<file path="config.mk">
export PLATFORM = sky130hd
export DESIGN_NAME = digit_scan_mux
export DESIGN_NICKNAME = d
export VERILOG_FILES = /design/src/rtl/scan_pkg.sv /design/src/rtl/scan_prescaler.sv /design/src/rtl/digit_scan_mux.sv
export SDC_FILE = /design/constraint.sdc
export NUM_CORES = 1
export LEC_CHECK = 0
export ABC_AREA = 1
export CELL_PAD_IN_SITES_DETAIL_PLACEMENT = 1
export CELL_PAD_IN_SITES_GLOBAL_PLACEMENT = 1
export CORE_MARGIN = 5
export CORE_UTILIZATION = 40
export DETAILED_ROUTE_END_ITERATION = 6
export PLACE_DENSITY_LB_ADDON = 0.1
export SLEW_MARGIN = 5
export SYNTH_ARGS = -nofsm -noshare
export SYNTH_HDL_FRONTEND = slang
export SYNTH_SLANG_ARGS = --single-unit
</file>
<file path="constraint.sdc">
create_clock -name clk -period 2.02 [get_ports clk]
set_input_delay 0.303 -clock clk [delete_from_list [all_inputs] [get_ports clk]]
set_output_delay 0.303 -clock clk [all_outputs]
set_load 0.005 [all_outputs]
</file>
<file path="src/rtl/scan_pkg.sv">
// Shared types, default sizing and the one-hot helper for the digit scan driver.
package scan_pkg;

  typedef logic [3:0] hex_digit_t;

  localparam int NDIG_DEFAULT = 4;
  localparam int DIV_DEFAULT  = 4;
  localparam int ONEHOT_MAX   = 32;

  function automatic logic [ONEHOT_MAX-1:0] onehot(input int unsigned idx);
    return {{(ONEHOT_MAX-1){1'b0}}, 1'b1} << idx;
  endfunction

endpackage

</file>
<file path="src/rtl/scan_prescaler.sv">
// Slot timer for the scan driver: divides the clock into DIV-cycle digit slots
// and walks the digit index, flagging the guard cycle and the frame boundary.
module scan_prescaler
  import scan_pkg::*;
#(
  parameter int NDIG = NDIG_DEFAULT,
  parameter int DIV  = DIV_DEFAULT
) (
  input  logic                    clk,
  input  logic                    nrst,
  output logic [$clog2(NDIG)-1:0] dig,
  output logic                    guard,
  output logic                    boundary
);

  localparam int DCW = $clog2(DIV);
  localparam int DGW = $clog2(NDIG);
  localparam logic [DCW-1:0] DIV_LAST = DCW'(DIV - 1);
  localparam logic [DGW-1:0] DIG_LAST = DGW'(NDIG - 1);

  logic [DCW-1:0] div_cnt_q, div_cnt_d;
  logic [DGW-1:0] dig_q, dig_d;

  always_comb begin
    div_cnt_d = div_cnt_q + 1'b1;
    dig_d     = dig_q;
    if (div_cnt_q == DIV_LAST) begin
      div_cnt_d = '0;
      dig_d     = (dig_q == DIG_LAST) ? '0 : dig_q + 1'b1;
    end
  end

  always_ff @(posedge clk or negedge nrst) begin
    if (!nrst) begin
      div_cnt_q <= '0;
      dig_q     <= '0;
    end else begin
      div_cnt_q <= div_cnt_d;
      dig_q     <= dig_d;
    end
  end

  assign dig      = dig_q;
  assign guard    = (div_cnt_q == '0);
  assign boundary = (dig_q == DIG_LAST) && (div_cnt_q == DIV_LAST);

endmodule

</file>
<file path="src/rtl/digit_scan_mux.sv">
// Multiplexed hex display scan driver: one-entry input buffer, frame-aligned
// value swap, and per-slot nibble / digit-enable / blanking outputs.
module digit_scan_mux
  import scan_pkg::*;
#(
  parameter int NDIG = NDIG_DEFAULT,
  parameter int DIV  = DIV_DEFAULT
) (
  input  logic              clk,
  input  logic              nrst,
  input  logic              in_valid,
  output logic              in_ready,
  input  logic [4*NDIG-1:0] in_data,
  input  logic              in_lzb,
  output logic [3:0]        nibble,
  output logic [NDIG-1:0]   dig_en,
  output logic              blank,
  output logic              frame_tick
);

  localparam int DGW = $clog2(NDIG);
  localparam int W   = 4 * NDIG;

  logic [DGW-1:0] dig;
  logic           guard;
  logic           boundary;

  scan_prescaler #(.NDIG(NDIG), .DIV(DIV)) u_prescaler (
    .clk      (clk),
    .nrst     (nrst),
    .dig      (dig),
    .guard    (guard),
    .boundary (boundary)
  );

  logic [W-1:0] shown_q, shown_d;
  logic         lzb_q, lzb_d;
  logic [W-1:0] pend_q, pend_d;
  logic         pend_lzb_q, pend_lzb_d;
  logic         pend_v_q, pend_v_d;

  // A value accepted on the boundary cycle sees pend_v_q=0, so it waits a frame.
  always_comb begin
    shown_d    = shown_q;
    lzb_d      = lzb_q;
    pend_d     = pend_q;
    pend_lzb_d = pend_lzb_q;
    pend_v_d   = pend_v_q;
    if (pend_v_q && boundary) begin
      shown_d  = pend_q;
      lzb_d    = pend_lzb_q;
      pend_v_d = 1'b0;
    end else if (in_valid && !pend_v_q) begin
      pend_d     = in_data;
      pend_lzb_d = in_lzb;
      pend_v_d   = 1'b1;
    end
  end

  always_ff @(posedge clk or negedge nrst) begin
    if (!nrst) begin
      shown_q    <= '0;
      lzb_q      <= 1'b0;
      pend_q     <= '0;
      pend_lzb_q <= 1'b0;
      pend_v_q   <= 1'b0;
    end else begin
      shown_q    <= shown_d;
      lzb_q      <= lzb_d;
      pend_q     <= pend_d;
      pend_lzb_q <= pend_lzb_d;
      pend_v_q   <= pend_v_d;
    end
  end

  hex_digit_t    nib;
  logic          upper_nz;
  logic [NDIG-1:0] sel_oh;

  always_comb begin
    nib      = shown_q[4*dig +: 4];
    upper_nz = 1'b0;
    for (int k = 0; k < NDIG; k++) begin
      if (k >= int'(dig) && shown_q[4*k +: 4] != 4'h0) upper_nz = 1'b1;
    end
    sel_oh = NDIG'(onehot(32'(dig)));
  end

  assign nibble     = nib;
  assign dig_en     = guard ? '0 : sel_oh;
  assign blank      = guard || (lzb_q && (dig != '0) && !upper_nz);
  assign frame_tick = boundary;
  assign in_ready   = !pend_v_q;

endmodule

</file>
==> metrics.yaml <==
p_seq_share_pct: 54.7
worstMarginPinSlew_ns: 0.487
critPathMaxStageDelay_ns: 0.50
syn-cell-area_mm2: 0.00185
setup_tns_ns: 0
power.share.clock_pct: 31.4
hold_viol_final: 0
cp_cell_sequence: "buf_6 -> ha_1 -> nand2_1 -> inv_2 -> clkdlybuf4s50_1"
slowest_stage: "clkdlybuf4s50_1"
clk_path_buf_depth: 2
initial_utilization_pct: 42.0
hold_slack_ns: 0.434
drive_gt1_share_pct: 17.9
drv_slew: 0
num_vias: 1399
max-vdd-ir-drop_mv: 0.441
place.gp.congestion: 0.778
fp.coreArea_mm2: 0.00441
clkLatencyLatePin_ns: 0.29
drc: 0
cp-end-kind: "output port"
holdCritPathClass: "in2async"
yosys.area.top_type_share_pct: 52.7
postRouteAntennaNets: 0
num_antenna_cells: 0
p_leak_uw: 0.00119
yosysWarnings: 0
place_ws_ns: 0.0783
die-area_mm2: 0.00609
comb_power_share_pct: 13.9
ys_ff_latch: 39
finalPower_uw: 1680
first_global_vias: 1510
wire_per_inst_um: 13.0
synthArstFlopShare_pct: 100
synthCells: 203
die_y_um: 78.1
start_kind: "flip-flop"
cts_max_level: 2
antenna_found_initial: 0
skew_ns: 0.00987
post-synth-top-count-cell: "dfrtp_1"
dp.final_hpwl_um: 2830
status: "complete, no violations"
clkTransAtPathRegs_ns: 0.08
yosys-top-cells-count: "39 x dfrtp_1, 36 x nor2_1, 30 x nand2_1"
portBuffers: 30
drt-total-wl_um: 3800
die_w_um: 78.1
post-route-util_pct: 52.2
swShare_pct: 27.2
synth_seq_area_share_pct: 52.7
firstDrtPassIters: 5
yosysUniqueCellTypes: 18
syn_nets: 230
cap_violations: 0
cp_max_fo: 4
critPathRequiredTime_ns: 1.72
arrival_ns: 1.64
grt_pass1_wl_um: 6800
critPathKind: "reg2out"
ioPinCount: 31
fin_ws_ns: 0.0814
synthToLayoutAreaGrowth_pct: 24.3
fmax_ghz: 0.516
avgViaCountPerCell: 4.79
synth.avg_cell_area_um2: 9.13
numCtsBuffers: 5
grt_usage_pct: 13.9
drt-initial-drc-count: 57
setup_viol: 0
rows: 24
yosysTopAreaCell: "dfrtp_1"
internal-power_uw: 1230
grt_overflow: 0
cts.sinks: 39
synth_flop_cell: "dfrtp_1"
maxSlewHeadroom_pct: 67.5
power-per-cell-area_mw_per_mm2: 730
grt_max_degree: 40
period_share_pct: 96.0
nNetsFinal: 266
synth_area_leaders: "dfrtp_1 53%, nor2_1 7.3%, o21ai_2 7.1%"
synth-edff-count: 0
post-route-min-period_ns: 1.94
cts_root_buffer: "clkbuf_8"
cts_tree: "built"
p_switching_uw: 457
-- routing by layer --
| metal | global-route usage, % | vias up | routed length [um] |
|---|---|---|---|
| met5 | 0 | - | 0 |
| met4 | 5.57 | 0 | 50 |
| met3 | 4.35 | 5 | 212 |
| met2 | 21.9 | 25 | 1820 |
| met1 | 17.8 | 662 | 1710 |
| li1 | - | 707 | - |
-- state kept, by name (all words and copies together), names as in the netlist --
register / count
pend_q: 16
pend_lzb_q: 1
lzb_q: 1
u_prescaler.div_cnt_q: 2
pend_v_q: 1
u_prescaler.dig: 2
shown_q: 16
-- worst paths after layout --
kind	from	to	slack [ns]	depth (start not counted)
worst min register to register	u_prescaler.div_cnt_q[0]	u_prescaler.div_cnt_q[0]	0.46	1
min in group clk	u_prescaler.div_cnt_q[0]	u_prescaler.div_cnt_q[0]	0.46	1
worst max register to register	u_prescaler.dig[0]	pend_v_q	0.49	7
worst min-delay path	nrst	pend_q[12]	0.43	2
max in group asynchronous	nrst	pend_q[15]	1.24	2
worst max-delay path	u_prescaler.dig[0]	frame_tick	0.08	5
-- repair_timing --
action                                  CTS  global route
buffers inserted                          0             2
hold buffers                              0             0
endpoints found under the setup margin    5             6
gates resized for setup                   5            11
-- power groups by stage --
stage | clock network [uW] | logic [uW] | registers (uW)
after global routing | 589 | 272 | 933
after floorplan | 0 | 145 | 917
after detailed placement | 0 | 248 | 936
after global placement | 0 | 235 | 933
final | 528 | 234 | 921
after CTS | 557 | 242 | 920
-- metrics by stage --
stage               cells  area [um^2]
finish                292         2300
global route          292         2300
CTS                   290         2270
detailed placement    282         2180
global placement      282         2180
floorplan             203         1850
-- worst max-delay path: cells and delay by family (launching register included) --
kind / cells / cell delay [ns]
buffers and inverters: 3 / 0.71
DFF: 1 / 0.39
adders and majority gates: 1 / 0.17
and+or+nand+nor: 1 / 0.08
-- placed cells by master (no fill, tap or decap) --
| master | instances |
|---|---|
| a21oi_1 | 13 |
| a21oi_2 | 3 |
| buf_4 | 5 |
| buf_6 | 2 |
| clkbuf_2 | 1 |
| clkbuf_8 | 5 |
| clkdlybuf4s50_1 | 22 |
| clkinvlp_4 | 2 |
| dfrtp_1 | 39 |
| dlygate4sd2_1 | 3 |
| dlymetal6s2s_1 | 4 |
| ha_1 | 5 |
| ha_2 | 2 |
| inv_1 | 26 |
| inv_2 | 3 |
| inv_6 | 1 |
| nand2_1 | 30 |
| nand2_4 | 2 |
| nand3_1 | 5 |
| nor2_1 | 35 |
| nor2_2 | 1 |
| o21ai_0 | 11 |
| o21ai_2 | 15 |
| o22ai_1 | 4 |
| or2_2 | 1 |
-- cell families (layout without fill, tap and decap cells) --
group                    count (synthesis)  count (layout)  share of synthesized area, %
buffers and inverters                   37              74                          9.99
flip-flops                              39              39                          52.7
adder cells (fa/ha/maj)                  7               7                          4.73
AO/OA/AOI/OAI                           46              46                          16.3
AND/OR/NAND/NOR                         74              74                          16.3
-- area by class of cell --
cell class                      instances  area [um^2]
Sequential cell                        39          976
Tap cell                               52         65.1
Timing Repair Buffer                   37          362
Clock buffer                            5         68.8
Inverter                               29          109
Clock inverter                          3         23.8
Multi-Input combinational cell        127          699
Fill cell                             511         2110
Note: power is estimated with default switching activity, not from simulation.
